`src/rtl/sd_pulse_pacer.sv`:
```
// sd_pulse_pacer
//   Source-side event pacer for a pulse synchronizer. Single-cycle event
//   pulses arriving at any rate, including back-to-back, are queued in a
//   saturating pending counter. They are re-emitted as single-cycle pulses
//   whose rising edges are at least min_gap cycles apart.
//
//   Parameters
//     min_gap   : minimum cycles between pulse_out rising edges (2..256)
//     cnt_width : pending counter width; holds up to 2^cnt_width-1 events
//
//   Ports
//     clk       : block clock
//     reset_n   : synchronous active-low reset
//     pulse_in  : event strobe, one event per high cycle
//     flush     : discard all queued events
//     clr_ovf   : clear the sticky overflow flag
//     pulse_out : registered paced event pulse
//     pending   : registered count of queued, not-yet-emitted events
//     busy      : events queued or spacing gap in progress
//     overflow  : sticky, set when an event is dropped at saturation
//
//   state | meaning
//   IDLE  | free to emit; emits when an event is queued or arriving
//   GAP   | enforcing spacing after an emit; lasts min_gap-1 cycles

module sd_pulse_pacer #(
   parameter int min_gap   = 4,
   parameter int cnt_width = 4
) (
   input  logic                 clk,
   input  logic                 reset_n,
   input  logic                 pulse_in,
   input  logic                 flush,
   input  logic                 clr_ovf,
   output logic                 pulse_out,
   output logic [cnt_width-1:0] pending,
   output logic                 busy,
   output logic                 overflow
);

   localparam int gap_w = (min_gap > 2) ? $clog2(min_gap - 1) : 1;
   localparam logic [gap_w-1:0]     gap_load = gap_w'(min_gap - 2);
   localparam logic [cnt_width-1:0] pend_max = '1;

   typedef enum logic {
      IDLE = 1'b0,
      GAP  = 1'b1
   } state_t;

   state_t               state_q, state_d;
   logic [gap_w-1:0]     gap_cnt_q, gap_cnt_d;
   logic                 pulse_out_q, pulse_out_d;
   logic [cnt_width-1:0] pending_q, pending_d;
   logic                 overflow_q, overflow_d;
   logic                 emit;
   logic                 drop;

   always_ff @(posedge clk) begin
      if (!reset_n) begin
         state_q     <= IDLE;
         gap_cnt_q   <= '0;
         pulse_out_q <= 1'b0;
         pending_q   <= '0;
         overflow_q  <= 1'b0;
      end else begin
         state_q     <= state_d;
         gap_cnt_q   <= gap_cnt_d;
         pulse_out_q <= pulse_out_d;
         pending_q   <= pending_d;
         overflow_q  <= overflow_d;
      end
   end

   always_comb begin
      state_d     = state_q;
      gap_cnt_d   = gap_cnt_q;
      pulse_out_d = 1'b0;
      pending_d   = pending_q;
      overflow_d  = overflow_q;

      emit = (state_q == IDLE) && ((pending_q != '0) || pulse_in);
      drop = pulse_in && !emit && (pending_q == pend_max);

      case (state_q)
         IDLE: begin
            if (emit) begin
               state_d     = GAP;
               gap_cnt_d   = gap_load;
               pulse_out_d = 1'b1;
            end
         end
         GAP: begin
            if (gap_cnt_q == '0) begin
               state_d = IDLE;
            end else begin
               gap_cnt_d = gap_cnt_q - gap_w'(1);
            end
         end
         default: begin
            state_d = IDLE;
         end
      endcase

      // An emit with nothing queued consumes the arriving pulse directly;
      // an emit with a pulse arriving swaps one queued event for the new one.
      if (flush) begin
         pending_d = '0;
      end else if (emit) begin
         if ((pending_q != '0) && !pulse_in) begin
            pending_d = pending_q - cnt_width'(1);
         end
      end else if (pulse_in && (pending_q != pend_max)) begin
         pending_d = pending_q + cnt_width'(1);
      end

      // A drop in the same cycle as a clear leaves the flag set.
      if (drop) begin
         overflow_d = 1'b1;
      end else if (clr_ovf) begin
         overflow_d = 1'b0;
      end
   end

   assign pulse_out = pulse_out_q;
   assign pending   = pending_q;
   assign overflow  = overflow_q;
   assign busy      = (pending_q != '0) || (state_q == GAP);

endmodule

```
`config.mk`:
```
export PLATFORM = sky130hd
export DESIGN_NAME = sd_pulse_pacer
export DESIGN_NICKNAME = d
export VERILOG_FILES = /design/src/rtl/sd_pulse_pacer.sv
export SDC_FILE = /design/constraint.sdc
export NUM_CORES = 1
export LEC_CHECK = 0
export ABC_AREA = 1
export BUFFER_PORTS_ARGS = -buffer_cell sky130_fd_sc_hd__buf_2
export CORE_ASPECT_RATIO = 0.9
export CORE_MARGIN = 5
export CORE_UTILIZATION = 35
export CTS_CLUSTER_SIZE = 24
export DETAILED_ROUTE_END_ITERATION = 8
export HOLD_SLACK_MARGIN = 0.08
export PLACE_DENSITY = 0.64
export SKIP_CTS_REPAIR_TIMING = 1
export SYNTH_ARGS = -nofsm -noshare
export SYNTH_HDL_FRONTEND = slang
export SYNTH_SLANG_ARGS = --single-unit
```
`constraint.sdc`:
```
create_clock -name clk -period 1.87 [get_ports clk]
set_input_delay 0.0935 -clock clk [delete_from_list [all_inputs] [get_ports clk]]
set_output_delay 0.0935 -clock clk [all_outputs]
set_load 0.05 [all_outputs]
```
# After elaboration in Yosys (flattened, before gate mapping)

Index checks and enable logic that the tools add are counted.

Register bits after elaboration: 9
Logic and storage cells: 43

Add/subtract/negate cells: 3
Eq/ne operators: 5
Multiplexer cells: 11
Bitwise gates (word level): 2
Reductions and logical operators: 17

Operator list:

| operator                                          | number |
|---|---|
| two-way mux 4 bit                                 | 3 |
| logical AND 1 bit                                 | 5 |
| adder 4 x 1 -> 4 bit (second input constant)      | 1 |
| equality test 4 bit (second input constant)       | 1 |
| two-way mux 1 bit                                 | 4 |
| two-way mux 2 bit                                 | 2 |
| != test 2 bit (second input constant)             | 2 |
| != test 4 bit (second input constant)             | 1 |
| case mux 2 bit (2 select lines)                   | 1 |
| AND reduction 2 bit                               | 2 |
| nonzero test 2 bit                                | 2 |
| nonzero test 4 bit                                | 1 |
| OR reduction 2 bit                                | 2 |
| subtractor 4 x 1 -> 4 bit (second input constant) | 1 |
| zero test 1 bit                                   | 2 |
| zero test 2 bit                                   | 1 |
| logical OR 1 bit                                  | 2 |
| != test 2 x 1 -> 1 bit (second input constant)    | 1 |
| inverter 1 bit                                    | 2 |
| case mux 1 bit (2 select lines)                   | 1 |
| subtractor 2 x 1 -> 2 bit (second input constant) | 1 |

# Depth between registers and ports, before layout

Word-level depth: 7
Gate-level depth with buffers: 13

# Least setup slack after synthesis

OpenSTA, ideal clock, no wires.

Kind: register to register
Start point: register pending_q[2] (netlist: pending[2])
End point: register pending_q[3] (netlist: pending[3])
Arrival time: 1831 ps
Required time: 1760 ps
Slack: -70 ps
Cell stages (with the launch flop): 13
Buffers on the path: 0
Clock period less this slack: 1940 ps
Cells stage by stage: dfxtp_1 nor2_1 nand3_2 nand2_4 inv_1 ha_1 nand3_1 nand3_1 inv_1 nand2_2 nand4_1 nand2_1 nor2_2

Cells in the longest elaborated chain, start to end: 5
Elaborated cells on any way between the ends: 14
Those cells by class: add/sub: 2; eq/ne: 2; mux: 3; reduce/logical: 7

Ends and longest elaborated chain:

| element                                                                       | line | source |
|---|---|---|
| from (decl)                                                                   | 53   | `logic [cnt_width-1:0] pending_q, pending_d;` |
| from (signal assigned)                                                        | 69   | `pending_q <= pending_d;` |
| nonzero test 4 bit *                                                          | 81   | `emit = (state_q == IDLE) && ((pending_q != '0) \|\| pulse_in);` |
| logical OR 1 bit *                                                            | 81   |  |
| logical AND 1 bit *                                                           | 81   |  |
| named net emit                                                                | 55   | `logic emit;` |
| != test 2 x 1 -> 1 bit (no source line) or nonzero test 2 bit (tied branches) | --   |  |
| AND reduction 2 bit (no source line)                                          | --   |  |

Mark *: on every way through the listed nets, which the timed path passes. The rest lies on a longest branch. The select of a mux whose other input is x is not followed.
A chain may end at the register's enable or synchronous reset.

# Worst setup path in the final report

Start point: register pending_q[1] (netlist: pending[1])
End point: register pending_q[3] (netlist: pending[3])

The elaborated chain is that of the path after synthesis.

==> impl_results.md <==
- Vias per cell: 4.52
- MaxCap Viol Count: 0
- Slew of the pin with the lowest slew margin: 0.291 ns
- Pleak: 0.325 nW
- Die Wd: 51.1 um
- CTS tree: built
- Critical-path maximum fanout: 6
- Hold path startpoint: reset_n
- CTS Buf Count: 3
- Detailed Routing Iterations Pass 1: 2
- Maximum clock path buffer count: 2
- Synth top area cells: dfxtp_1 (34%), inv_1 (9.9%), ha_1 (7.0%), nand2_1 (7.0%), nand3_2 (5.6%)
- IO Pins: 12
- Final setup viols: 0
- DR vias: 461
- Row cnt: 13
- Reg-to-reg slack, setup: 0.19 ns
- Largest net degree at the start of global routing: 9
- Ant. Diodes: 0
- Yosys top cell by area: dfxtp_1
- Full die area: 0.00240 mm2
- H-tree levels: 1
- Number of global-route vias before repair: 408
- I/O Buffers: 11
- Synth unique cells: 19
- Slew margin rel.: 0.805
- Mapped Area: 533 um2
- Antenna violations before repair: 0
- FF+latch area: 184 um2
- R2R Path End: pending[3]
- Final period util: 0.897
- Routed wire length: 967 um
- Endpoint class of the critical path: flop
- Clock-pin slew on the worst setup and hold paths: 0.06 ns
- Initial core utilization: 0.368
- Detailed Route Iter0 Violations: 3
- Drc violations: 0
- Worst Skew: 0.00117 ns
- Hold Vio Cnt, Final: 0
- Crit path DAT: 1.83 ns
- DP Wirelength: 799 um
- Area grow syn2layout: 21.4%
- Worst Path Required: 2.02 ns
- Layout cells sized above 1: 0.333
- R2R Path Start: pending[1]
- TNS Setup: 0 ns
- Remaining Overflow, GRT: 0
- DR WL/cell: 9.48 um
- Seq/Total Area, Yosys: 0.338
- Final min period: 1.68 ns
- Fill count: 158
- GRT Total Usage: 0.0966
- Routability cong.: 0.769
- First-pass GRT wire length: 1660 um
- Area occupied by multi-input gates: 299 um2
- Critical Path Source: pending[1]
- Register-to-Register Path Depth: 13
- RSZ-0062 raised after global routing: no
- Critical setup path kind: flop to flop
- Clk sink count: 9
- Worst-Skew Late Latency: 0.26 ns
- WHS Path Cells: 3
- Die Y-Extent: 47.0 um
- Peak VDD IR: 417 uV
- Top cell type's share of synthesized area: 0.338
- FMAX: 596 MHz
- Detail Route Antenna Nets: 0
- Min-Delay Path Class: primary input to flop
- Avg Inst Size Synth: 7.51 um2
- CTS root buffer: clkbuf_4
- PD cells: 924 mW/mm2
- Syn. warnings: 0
- Run status: finished clean
- Net count after synthesis: 80
- Final hold slack: 0.0936 ns
- Worst hold path endpoint: gap_cnt_q[0]
- Nets: 97
- Flops & latches, synth: 9
- Core area: 0.00145 mm2
- Gate count after technology mapping: 71
- Setup crit start kind: flop
- Final Max Tran Viols: 0
-- area by class of cell --
| cell class | count | area share |
|---|---|---|
| tap | 15 | 0.0290 |
| inverter | 15 | 0.0870 |
| multi-input combinational | 47 | 0.462 |
| clock buffer | 4 | 0.0406 |
| timing repair buffer | 12 | 0.0967 |
| sequential | 9 | 0.284 |
-- state kept, by name (all words and copies together) (netlist names) --
name and cells:
overflow 1, gap_cnt_q 2, pulse_out 1, state_q 1, pending 4
-- kinds of logic (layout without fill, tap and decap cells) --
| group | after synthesis | count (layout) | synth area share |
|---|---|---|---|
| AND/OR/NAND/NOR | 31 | 31 | 0.315 |
| XOR/XNOR | 1 | 1 | 0.0164 |
| AO/OA/AOI/OAI | 11 | 11 | 0.117 |
| adder cells (fa/ha/maj) | 4 | 4 | 0.108 |
| buffers and inverters | 15 | 31 | 0.106 |
| flip-flops | 9 | 9 | 0.338 |
-- power breakdown --
group / switching, mW / internal [mW] / leakage [nW] / total [mW]
Clock: 0.0635 / 0.0819 / 0.0150 / 0.145
Sequential: 0.0171 / 0.213 / 0.0752 / 0.231
Combinational: 0.151 / 0.0709 / 0.235 / 0.222
-- through the flow --
stage	area (um2)	cells	util	setup WS, ns	power (mW)
floorplan	537	71	-	0.00218	0.407
global placement	618	98	0.427	0.173	0.452
detailed placement	618	98	0.427	0.139	0.458
CTS	644	102	0.445	0.128	0.608
global route	647	102	0.447	0.0153	0.649
finish	647	102	0.447	0.193	0.598
-- cells in the final DEF, fill, tap and decap left out --
| cell | Yosys | final |
|---|---|---|
| nand2_2 | 2 | 2 |
| inv_1 | 14 | 14 |
| a21oi_1 | 5 | 5 |
| inv_2 | 1 | 1 |
| ha_1 | 3 | 3 |
| o211a_1 | 1 | 1 |
| buf_4 | 0 | 1 |
| clkbuf_4 | 0 | 3 |
| dfxtp_1 | 9 | 6 |
| o21ai_1 | 3 | 3 |
| nor2_1 | 8 | 7 |
| fa_1 | 1 | 1 |
| nor2_2 | 2 | 3 |
| o21ai_0 | 1 | 1 |
| buf_2 | 0 | 11 |
| nand2_1 | 10 | 10 |
| nand3_2 | 3 | 3 |
| o211ai_1 | 1 | 1 |
| xor2_1 | 1 | 1 |
| clkbuf_1 | 0 | 1 |
| nand4_1 | 2 | 2 |
| nand2_4 | 2 | 2 |
| nand3_1 | 2 | 2 |
| dfxtp_2 | 0 | 3 |
-- routing by layer --
metal  GRT usage  vias up  wire [um]
li1            -      258          -
met1       0.121      193        488
met2       0.144       10        411
met3      0.0603        0         67
met4      0.0161        0          0
met5           0        -          0
-- Yosys cell counts (all sizes together) --
cell    count
inv        15
nand2      14
nor2       10
dfxtp       9
a21oi       5
nand3       5
o21ai       4
ha          3
nand4       2
fa          1
o211a       1
o211ai      1
xor2        1
-- worst max path at each step --
| stage | end | slack, ns | depth (start not counted) |
|---|---|---|---|
| 2_1_floorplan | pending[3] | 0.002 | 12 |
| 3_3_place_gp | pending[3] | 0.17 | 13 |
| 3_5_place_dp | pending[3] | 0.14 | 13 |
| 4_1_cts | pending[3] | 0.13 | 13 |
| 5_1_grt | pending[3] | 0.02 | 13 |
| 6_report | pending[3] | 0.19 | 13 |
-- worst max-delay path, cell delays in order, from the launching register on --
cell and delay [ns]:
dfxtp_1 0.36, nor2_2 0.13, nand3_2 0.11, nand2_4 0.07
inv_1 0.05, ha_1 0.31, nand3_1 0.09, nand3_1 0.11
inv_1 0.09, nand2_2 0.06, nand3_2 0.05, nand2_1 0.04
inv_1 0.06, nor2_2 0.04
No activity file was read; power rests on OpenSTA's default activity.
